File: config.mk
export PLATFORM = sky130hd
export DESIGN_NAME = fsm_marquee
export DESIGN_NICKNAME = d
export VERILOG_FILES = /design/src/rtl/fsm_marquee_pkg.sv /design/src/rtl/ascii_7seg.sv /design/src/rtl/fsm_marquee_window.sv /design/src/rtl/fsm_marquee.sv
export SDC_FILE = /design/constraint.sdc
export NUM_CORES = 1
export LEC_CHECK = 0
export CAP_MARGIN = 25
export CORE_ASPECT_RATIO = 2
export CORE_UTILIZATION = 56
export DETAILED_ROUTE_END_ITERATION = 12
export DONT_BUFFER_PORTS = 1
export PLACE_DENSITY_LB_ADDON = 0.12
export SETUP_SLACK_MARGIN = 0.3
export SYNTH_ARGS = -nofsm -noshare
export SYNTH_HDL_FRONTEND = slang
export SYNTH_HIERARCHICAL = 1
export SYNTH_SLANG_ARGS = --single-unit
File: constraint.sdc
create_clock -name KEY0 -period 13.3 [get_ports KEY0]
set_clock_uncertainty 0.1 [all_clocks]
set_input_delay 1.995 -clock KEY0 [delete_from_list [all_inputs] [get_ports KEY0]]
set_output_delay 1.995 -clock KEY0 [all_outputs]
set_load 0.05 [all_outputs]
File: src/rtl/fsm_marquee_pkg.sv
// fsm_marquee_pkg: state codes, Z encodings, pad character and message ROM
package fsm_marquee_pkg;
  typedef enum logic [2:0] {S0 = 3'd0, S1 = 3'd1, S2 = 3'd2, S3 = 3'd3, S4 = 3'd4} state_t;
  localparam logic [1:0] Z_S0 = 2'b00;
  localparam logic [1:0] Z_S1 = 2'b11;
  localparam logic [1:0] Z_S2 = 2'b00;
  localparam logic [1:0] Z_S3 = 2'b10;
  localparam logic [1:0] Z_S4 = 2'b01;
  localparam logic [1:0] Z_ILL = 2'b00;
  localparam logic [7:0] SPACE = 8'h20;
  function automatic logic [7:0] msg_char(input logic [2:0] s, input int unsigned idx);
    logic [31:0] m;
    m = s == S1 ? "S_01" : s == S2 ? "S_02" : s == S3 ? "S_03" : s == S4 ? "S_04" : "ALMO";
    return idx < 4 ? m[31 - 8 * idx -: 8] : SPACE;
  endfunction
endpackage

File: src/rtl/ascii_7seg.sv
// ascii_7seg: ASCII to active-low 7-segment, seg[0]=a .. seg[6]=g; unknown chars blank
module ascii_7seg (
  input  logic [7:0] ch,
  output logic [6:0] seg
);
  always_comb begin
    seg = 7'h7F;
    case (ch)
      "0", "O": seg = 7'h40;
      "1":      seg = 7'h79;
      "2":      seg = 7'h24;
      "3":      seg = 7'h30;
      "4":      seg = 7'h19;
      "A":      seg = 7'h08;
      "L":      seg = 7'h47;
      "M":      seg = 7'h48;
      "S":      seg = 7'h12;
      "_":      seg = 7'h77;
      default:  seg = 7'h7F;
    endcase
  end
endmodule

File: src/rtl/fsm_marquee_window.sv
// marquee_window: scroll divider/offset counters and per-digit message window decode
module marquee_window
  import fsm_marquee_pkg::*;
#(
  parameter int NUM_DIGITS = 4,
  parameter int MSG_LEN = 8,
  parameter int SCROLL_DIV = 2,
  localparam int PW = $clog2(MSG_LEN),
  localparam int DW = SCROLL_DIV > 1 ? $clog2(SCROLL_DIV) : 1
) (
  input  logic                    clk,
  input  logic                    rst,
  input  logic                    change,
  input  logic                    freeze,
  input  logic [2:0]              state,
  output logic [NUM_DIGITS*7-1:0] hex,
  output logic [PW-1:0]           pos
);
  logic [DW-1:0] div;
  logic tick;
  assign tick = div == DW'(SCROLL_DIV - 1);
  // a state change restarts the message even when a scroll tick coincides
  always_ff @(posedge clk) begin
    if (rst || change) begin
      pos <= '0;
      div <= '0;
    end else if (!freeze) begin
      div <= tick ? '0 : div + 1'b1;
      if (tick) pos <= pos == PW'(MSG_LEN - 1) ? '0 : pos + 1'b1;
    end
  end
  for (genvar k = 0; k < NUM_DIGITS; k++) begin : g_dig
    logic [7:0] ch;
    assign ch = msg_char(state, (int'(pos) + NUM_DIGITS - 1 - k) % MSG_LEN);
    ascii_7seg u_seg (.ch(ch), .seg(hex[7*k +: 7]));
  end
endmodule

File: src/rtl/fsm_marquee.sv
// fsm_marquee: switch-driven Moore FSM with scrolling state messages and lap counter; MARQUEE_HOLD_EN enables hold
module fsm_marquee
  import fsm_marquee_pkg::*;
#(
  parameter int NUM_DIGITS = 4,
  parameter int MSG_LEN = 8,
  parameter int SCROLL_DIV = 2,
  parameter int CNT_W = 4
) (
  input  logic                         KEY0,
  input  logic                         SW0,
  input  logic                         SW1,
  input  logic                         SW2,
  input  logic                         SW3,
  input  logic                         SW4,
  input  logic                         hold,
  output logic [NUM_DIGITS*7-1:0]      hex,
  output logic [2:0]                   state,
  output logic [1:0]                   Z,
  output logic [$clog2(MSG_LEN)-1:0]   scroll_pos,
  output logic [CNT_W-1:0]             laps
);
`ifdef MARQUEE_HOLD_EN
  localparam logic HOLD_EN = 1'b1;
`else
  localparam logic HOLD_EN = 1'b0;
`endif
  logic [2:0] nxt;
  logic lap_inc;
  always_comb begin
    nxt = S0;
    case (state)
      S0: nxt = SW4 ? S1 : SW3 ? S3 : S0;
      S1: nxt = SW2 ? S2 : S1;
      S2: nxt = SW2 ? S3 : SW3 ? S1 : S2;
      S3: nxt = SW1 ? S4 : SW3 ? S1 : S3;
      S4: nxt = SW1 ? S0 : SW4 ? S1 : S4;
      default: nxt = S0;
    endcase
  end
  assign lap_inc = state == S4 && SW1;
  assign Z = state == S0 ? Z_S0 : state == S1 ? Z_S1 : state == S2 ? Z_S2 :
             state == S3 ? Z_S3 : state == S4 ? Z_S4 : Z_ILL;
  always_ff @(posedge KEY0) begin
    if (SW0) begin
      state <= S0;
      laps <= '0;
    end else begin
      state <= nxt;
      if (lap_inc && laps != '1) laps <= laps + 1'b1;
    end
  end
  marquee_window #(.NUM_DIGITS(NUM_DIGITS), .MSG_LEN(MSG_LEN), .SCROLL_DIV(SCROLL_DIV)) u_win (
    .clk(KEY0),
    .rst(SW0),
    .change(nxt != state),
    .freeze(hold & HOLD_EN),
    .state(state),
    .hex(hex),
    .pos(scroll_pos)
  );
endmodule

# Yosys cells after proc, flatten, opt, wreduce, memory -nomap -nowiden
# Index checks and enable logic that the tools add are counted.
dict set report totals {
  ff_bits 11
  word_cells 120
  inputBits 7
}
dict set report op_classes {
  reduce_logical 13
  add_sub_neg 12
  shift 4
  n_eq_ne 51
  bitwise 4
  magnitude_cmp 4
  muxes 28
}
# cell n
set op_table {}
lappend op_table {{7-bit case mux with 10 select lines} 4}
lappend op_table {{8-bit by 7-bit == test with 1-bit output, second input constant} 24}
lappend op_table {{8-bit by 6-bit == test with 1-bit output, second input constant} 20}
lappend op_table {{39-bit by 33-bit indexed part select with 8-bit output} 4}
lappend op_table {{32-bit by 3-bit < comparator with 1-bit output, second input constant} 4}
lappend op_table {{32-bit 2-to-1 mux} 3}
lappend op_table {{32-bit by 2-bit subtractor with 32-bit output, second input constant} 2}
lappend op_table {{32-bit by 3-bit subtractor with 32-bit output, second input constant} 2}
lappend op_table {{8-bit 2-to-1 mux} 4}
lappend op_table {{6-bit by 7-bit subtractor with 8-bit output, first input constant} 4}
lappend op_table {{29-bit 2-to-1 mux} 1}
lappend op_table {{2-bit 2-to-1 mux} 10}
lappend op_table {{3-bit case mux with 5 select lines} 1}
lappend op_table {{3-bit 2-to-1 mux} 4}
lappend op_table {{3-bit OR reduction} 4}
lappend op_table {{2-bit OR reduction} 5}
lappend op_table {{3-bit by 2-bit == test with 1-bit output, second input constant} 2}
lappend op_table {{3-bit == test, second input constant} 2}
lappend op_table {{3-bit by 3-bit adder with 4-bit output, second input constant} 1}
lappend op_table {{4-bit by 1-bit adder with 4-bit output, second input constant} 1}
lappend op_table {{1-bit bitwise AND} 4}
lappend op_table {{4-bit inequality test, second input constant} 1}
lappend op_table {{3-bit by 1-bit adder with 3-bit output, second input constant} 1}
lappend op_table {{3-bit by 1-bit == test with 1-bit output, second input constant} 1}
lappend op_table {{other kinds (6)} 7}

# Longest topological paths before layout
# Gate-level depths: netlist of run 1.
dict set report logic_depth {
  depth_word 11
  mapped_depth 19
}

# Cells and area by module
# The synthesis of run 1 kept the hierarchy.
# mod instances area_per_inst_um2 cells_per_inst
set modules_own_cells {}
lappend modules_own_cells {ascii_7seg 4 332.8 51}
lappend modules_own_cells {marquee_window 1 1059.8 164}
lappend modules_own_cells {fsm_marquee 1 508.0 59}

# Worst setup path before layout of run 1
# OpenSTA, ideal clock, no wires.
dict set report synth_path {
  path_type {flip-flop to output port}
  start {register u_win.pos[0]}
  end {output hex[19]}
  slack_ns 5.878
  t_arrival_ns 5.327
  path_buffers 3
  path_stages_with_launch 20
  cell_sequence {dfxtp_1 buf_2 clkinv_1 ha_1 buf_2 inv_1 clkbuf_1 ha_1 inv_1 a21oi_1 nand2_1 ha_1 nor3_1 nand2_1 a21oi_1 and2_1 or4b_4 nor3_1 a21oi_1 a211oi_1}
}
dict set report synth_between {
  elab_chain_cells 11
}
# element line_no
set synth_rtl {}
lappend synth_rtl {{start, declared} fsm_marquee_window.sv:17} ;# output logic [PW-1:0] pos
lappend synth_rtl {{start signal, assigned} fsm_marquee_window.sv:29} ;# if (tick) pos <= pos == PW'(MSG_LEN - 1) ? '0 : pos + 1'b1;
lappend synth_rtl {{3-bit by 3-bit adder with 4-bit output (*)} fsm_marquee_window.sv:34} ;# assign ch = msg_char(state, (int'(pos) + NUM_DIGITS - 1 - k) % MSG_LEN);
lappend synth_rtl {{32-bit by 2-bit subtractor with 32-bit output (*)} fsm_marquee_window.sv:34}
lappend synth_rtl {{32-bit by 3-bit subtractor with 32-bit output (*)} fsm_marquee_window.sv:34}
lappend synth_rtl {{3-bit OR reduction (no source line)} n/a}
lappend synth_rtl {{1-bit bitwise AND (no source line)} n/a}
lappend synth_rtl {{6-bit by 7-bit subtractor with 8-bit output} fsm_marquee_pkg.sv:14} ;# return idx < 4 ? m[31 - 8 * idx -: 8] : SPACE;
lappend synth_rtl {{39-bit by 33-bit indexed part select with 8-bit output} fsm_marquee_pkg.sv:14}
lappend synth_rtl {{8-bit 2-to-1 mux (*)} fsm_marquee_pkg.sv:14}
lappend synth_rtl {{named net u_win.g_dig[2].ch[6]} fsm_marquee_window.sv:33} ;# logic [7:0] ch;
lappend synth_rtl {{8-bit by 6-bit == test with 1-bit output or 8-bit by 7-bit == test with 1-bit output (tied branches)} ascii_7seg.sv:8} ;# case (ch)
lappend synth_rtl {{2-bit OR reduction} ascii_7seg.sv:8}
lappend synth_rtl {{7-bit case mux with 10 select lines (*)} ascii_7seg.sv:8}
lappend synth_rtl {{end, declared} fsm_marquee.sv:17} ;# output logic [NUM_DIGITS*7-1:0] hex,
# The timed path passes the listed nets; every way through them passes the cells marked *.

# Worst setup path after layout of run 1
dict set report layout_path {
  start {register u_win.pos[1]}
  end {output hex[19]}
}
# Same word-level chain as after synthesis.

==> metrics.md, run 1 <==
| Metric | Value |
|---|---|
| Status | `complete, no violations` |
| Slew HR | `26.9%` |
| VDD IR-drop max | `0.0787 mV` |
| YS warnings | `6` |
| Synth Cell Area | `2900 µm²` |
| CTS Buffer Depth | `2` |
| Fin crit share | `59.3%` |
| CTS tree | `yes` |
| Sequential share of the synthesized area | `7.60%` |
| LEAKAGE | `0.00103 µW` |
| Avg Inst Size Synth | `6.79 µm²` |
| Routability cong. | `0.855` |
| Maximum fanout along the worst path | `26` |
| Required @ worst endpoint | `11.20 ns` |
| Area Growth Syn to Fin | `4.23%` |
| Endpoints failing setup | `0` |
| P_sw | `174 µW` |
| Congestion Overflow GR | `0` |
| Clock Power Share | `11.1%` |
| Top_reg_cell synth | `dfxtp_1` |
| Vias in the first global route | `2898` |
| Placed Area | `2980 µm²` |
| Wire per inst | `15.8 µm` |
| Period minus WS final | `7.88 ns` |
| Synth Register Bits | `11` |
| H-tree depth | `1` |
| NumNets Final | `443` |
| Largest net degree at the start of global routing | `27` |
| Worst setup margin | `5.42 ns` |
| Via count | `3144` |
| 1st-pass router iterations | `4` |
| Fillers | `495` |
| Setup_tns | `0 ns` |
| Core Box Area | `4910 µm²` |
| Hold buffer count at cts | `0` |
| FMAX | `127 MHz` |
| Commonest non-fill, non-tap cell in the layout | `nand2_1` |
| I/O Buffers | `0` |
| Iter 0 DRT Violations | `67` |
| CTS root buf | `clkbuf_8` |
| Pin slew with the least headroom to its limit | `1.12 ns` |
| Power, Total | `289 µW` |
| Startpoint class of the critical path | `flop` |
| Initial antenna violation count | `0` |
| CTS resizes | `0` |
| GR Layer Usage met3 | `3.23%` |
| Sequential share of power | `12.6%` |
| Max-Cap Viols | `0` |
| GRT busiest layer | `met2` |
| Antenna cells | `0` |
| Worst EP arrival | `5.79 ns` |
| Starting Density | `59.0%` |
| Chip Width | `52.9 µm` |
| Layout cell share with drive strength beyond 1 | `14.9%` |
| Max Slew Vio Count | `0` |
| Remaining antenna violation count | `0` |
| Design area | `3020 µm²` |
| CTS Sinks | `11` |
| # rows | `36` |
| Vias per cell | `6.55` |
| Combinational power share | `76.4%` |
| Die Height | `104 µm` |
| Num CTS Buffers | `3` |
| DIE AREA | `5490 µm²` |
| Postcts setup bufs | `0` |
| Post-Route WL | `7590 µm` |
| R2R setup slack | `10.97 ns` |
| Clock insertion delay at the later pin of the skew report | `0.23 ns` |
| Net Sw Frac | `60.2%` |
| Met2 GRT Util | `54.0%` |
| Power Density | `95.7 nW/µm²` |
| Final HPWL DP | `6060 µm` |
| Worst-path clk slew | `0.05 ns` |
| Post-synth EDFFs | `0` |
| CP Class | `flop to output port` |
| Synth unique cells | `69` |
| Total GRT Usage | `27.5%` |
| DRC | `0` |
| Kind of end point of the critical path | `output port` |
| Met1 global-route usage | `25.7%` |
| Unrepaired setup endpoints after global routing | `no` |
| Most frequent cells in the layout | `nand2_1 (49), nor2_1 (46), a21oi_1 (29)` |
| Final Hold Violating Endpoints | `0` |
| Hold Crit Class | `flop to flop` |
| IO Pins | `47` |
| Pre-CTS WS | `5.68 ns` |
| Asr flop ratio synth | `0%` |
| First-pass GRT wire length | `12200 µm` |
| Internal power | `115 µW` |
| Synth Instances | `427` |
worst max-delay path, stage by stage (launching register included):
cell and delay [ns]:
dfxtp_1 0.71, inv_1 0.20, ha_1 0.86, inv_1 0.39, ha_1 0.44, inv_1 0.07, a21oi_1 0.14, nand2_1 0.09
ha_1 0.31, nor3_1 0.05, nand2_1 0.17, a21oi_1 0.09, and2_1 0.29, or4b_4 0.53, nor3_1 0.32, a21oi_1 0.10
a211oi_2 0.78
area by class of cell:
cell class / instances / area, µm² / share of cell area (%)
inverters: 18 / 68.8 / 2.28
clock buffers: 4 / 45.0 / 1.49
repair buffers: 10 / 70.1 / 2.32
well taps: 57 / 71.3 / 2.36
multi-input cells: 380 / 2550 / 84.3
flip-flops and latches: 11 / 220 / 7.29
cell usage after synthesis, types with 8 or more instances:
cell type   n  area [µm²]
nand2_1    49         184
nor2_1     46         173
a21oi_1    29         145
a211oi_1   17         128
xnor2_1    17         149
buf_2      16        80.1
inv_1      16        60.1
o21ai_1    16        80.1
nor3_1     15        75.1
ha_1       12         150
dfxtp_1    11         220
nand3_1    11        55.1
nor2b_1    10        62.6
o21ai_0    10        50.1
o31ai_1     9        67.6
and2_1      8        50.1
nand4_1     8        50.1
o221ai_1    8        70.1
power by group through the flow:
stage	Combinational, µW	Sequential, µW	Clock [µW]
after global routing	236	36.5	34.7
after CTS	220	36.3	32.7
after global placement	215	36.9	0
after detailed placement	219	36.9	0
after floorplan	188	39.5	0
final	221	36.3	32.0
logic make-up after synthesis:
family          synth area share (%)
simple gates                    37.5
other cells                    0.259
mux                             2.29
buf+inv                         7.21
xor+xnor                        6.60
flops                           7.60
compound gates                  33.4
fa+ha+maj                       5.18
routing by layer:
layer / vias up / routed length (µm) / share of wire (%)
met1: 1453 / 2790 / 37
met5: - / 0 / 0
met4: 0 / 294 / 3.9
met3: 28 / 308 / 4.1
met2: 90 / 4190 / 55
li1: 1573 / - / -
flip-flops by register name, summed over array words and instances (netlist names):
| signal | flops |
|---|---|
| laps | 4 |
| state | 3 |
| u_win/div | 1 |
| u_win/pos | 3 |
path summary, 6_finish.rpt:
path / end / depth (start not counted) / from
worst min register to register: u_win/pos[2] / 3 / u_win/div
worst min-delay path: u_win/pos[2] / 3 / u_win/div
worst max-delay path: hex[19] / 16 / u_win/pos[1]
worst max register to register: u_win/div / 6 / state[2]
through the flow:
stage          instances  hold WS [ns]  util [%]
2_1_floorplan        435         0.636         -
3_3_place_gp         474         0.620      60.4
3_5_place_dp         476         0.617      60.6
4_1_cts              480         0.640      61.5
5_1_grt              480         0.680      61.5
6_report             480         0.628      61.5
Note: power is estimated with default switching activity, not from simulation.
==> inputs of run 2 (changes only) <==
==> constraint.sdc (replaced) <==
create_clock -name KEY0 -period 8.2 [get_ports KEY0]
set_clock_uncertainty 0.1 [all_clocks]
set_input_delay 1.23 -clock KEY0 [delete_from_list [all_inputs] [get_ports KEY0]]
set_output_delay 1.23 -clock KEY0 [all_outputs]
set_load 0.05 [all_outputs]
==> run 2 against run 1 <==
Against the previous run: combinational power increased by 70%; global-route usage increased by 0.74 points; highest routed layer unchanged; sequential power increased by 62%; utilization up 1.8 points; critical endpoint is now hex[13]; wire length shrank 0.24%; total power up 68%; critical path type unchanged; largest cell class unchanged; clock power rose by 63%.
==> metrics.md, run 2 (synthesis gave the netlist of run 1 again) <==
| Metric | Value |
|---|---|
| H-tree depth | `1` |
| Final Hold Violating Endpoints | `0` |
| Setup_tns | `0 ns` |
| Postcts setup bufs | `0` |
| FMAX | `148 MHz` |
| RR Endpoint | `u_win/div` |
| Wire per inst | `15.4 µm` |
| Most flop-heavy register | `laps` |
| Max reg flops | `4` |
| 1st-pass router iterations | `4` |
| LEAKAGE | `0.00108 µW` |
| Final HPWL DP | `6030 µm` |
| Vias in the first global route | `3047` |
| CTS resizes | `0` |
| CP Launch Point | `u_win/pos[0]` |
| Most frequent cells in the layout | `nand2_1 (49), nor2_1 (46), a21oi_1 (29)` |
| Endpoints failing setup | `0` |
| Largest regs | `laps: 4 flops, state: 3 flops, u_win/pos: 3 flops` |
| Final core occ | `63.4%` |
| Vias per cell | `6.43` |
| Hold Crit Class | `flop to flop` |
| Largest net degree at the start of global routing | `27` |
| Status | `complete, no violations` |
| Remaining antenna violation count | `0` |
| # rows | `36` |
| Initial antenna violation count | `0` |
| CTS root buf | `clkbuf_8` |
| Antenna cells | `0` |
| Die Height | `104 µm` |
| CTS Sinks | `11` |
| Reg2Reg Depth | `6` |
| Critical R2R Launch | `state[2]` |
| Starting Density | `59.0%` |
| First-pass GRT wire length | `12700 µm` |
| DRC | `0` |
| Post-Route WL | `7570 µm` |
| Power, Total | `487 µW` |
| Startpoint class of the critical path | `flop` |
| Area Growth Syn to Fin | `7.34%` |
| Worst-path clk slew | `0.05 ns` |
| Fin crit share | `82.6%` |
| Total GRT Usage | `28.3%` |
| Iter 0 DRT Violations | `76` |
| Unrepaired setup endpoints after global routing | `no` |
| Max Slew Vio Count | `0` |
| Slew HR | `26.8%` |
| Congestion Overflow GR | `0` |
| Chip Width | `52.9 µm` |
| NumNets Final | `455` |
| Maximum fanout along the worst path | `22` |
| IO Pins | `47` |
| Critical path destination | `hex[13]` |
| Required @ worst endpoint | `6.87 ns` |
| Kind of end point of the critical path | `output port` |
| I/O Buffers | `0` |
| VDD IR-drop max | `0.210 mV` |
| Power Density | `156 nW/µm²` |
| Worst EP arrival | `5.44 ns` |
| Routability cong. | `0.858` |
| Max-Cap Viols | `0` |
| CTS Buffer Depth | `2` |
| Hold buffer count at cts | `0` |
| Commonest non-fill, non-tap cell in the layout | `nand2_1` |
| Layout cell share with drive strength beyond 1 | `17.2%` |
| DIE AREA | `5490 µm²` |
| R2R setup slack | `5.89 ns` |
| Pin slew with the least headroom to its limit | `1.12 ns` |
| CP Class | `flop to output port` |
| Num CTS Buffers | `3` |
| Clock insertion delay at the later pin of the skew report | `0.23 ns` |
| Via count | `3166` |
| Core Box Area | `4910 µm²` |
| CTS tree | `yes` |
| Period minus WS final | `6.77 ns` |
-- run 2: cell count changes in the layout (fill, tap and decap cells not counted) --
cell	delta
buf_4	+12
-- run 2: worst max-delay path, cell delays in order (launching register included) --
cell	delay [ns]
dfxtp_1	0.30
buf_4	0.33
clkinv_1	0.39
ha_1	0.38
or2b_1	0.27
o31ai_1	0.54
nand3_1	0.16
ha_1	0.34
nor2_1	0.11
nand2_1	0.16
nor4_2	0.90
nand2_1	0.23
nor2_1	0.28
a21oi_1	0.08
o21ai_1	0.75
-- run 2: worst min-delay path by stage --
stage,from,to,slack (ns),depth (start not counted)
after floorplan,u_win/div,u_win/div,0.64,3
after global placement,u_win/div,u_win/pos[2],0.62,3
after detailed placement,u_win/div,u_win/pos[0],0.64,3
after CTS,u_win/div,u_win/pos[1],0.65,3
after global routing,u_win/div,u_win/pos[0],0.70,3
final,u_win/div,u_win/pos[1],0.64,3
-- run 2: power by group --
part | leakage [µW] | switching (µW) | total, µW | internal, µW
clock | 0.0000228 | 18.1 | 52.0 | 33.9
combinational | 0.000970 | 263 | 376 | 113
sequential | 0.0000892 | 3.19 | 58.7 | 55.5
total | 0.00108 | 285 | 487 | 202
-- run 2: cell type report --
class,count,area [µm²]
fillers,481,1800
clock buffers,4,45.0
flip-flops and latches,11,220
well taps,57,71.3
repair buffers,22,160
multi-input cells,380,2550
inverters,18,68.8
-- run 2: through the flow --
stage / area, µm² / worst slack (ns) / instances / hold WS, ns
finish: 3110 / 1.43 / 492 / 0.644
global route: 3110 / 1.06 / 492 / 0.700
CTS: 3110 / 1.50 / 491 / 0.649
detailed placement: 3060 / 1.76 / 487 / 0.640
global placement: 3060 / 1.80 / 486 / 0.616
floorplan: 2930 / 1.54 / 435 / 0.636
-- run 2: routing by layer --
| metal | wire, µm | track usage (%) | share of wire [%] |
|---|---|---|---|
| met1 | 2850 | 27.0 | 38 |
| met2 | 4190 | 55.7 | 55 |
| met3 | 266 | 2.94 | 3.5 |
| met4 | 254 | 11.3 | 3.4 |
| met5 | 0 | 0 | 0 |
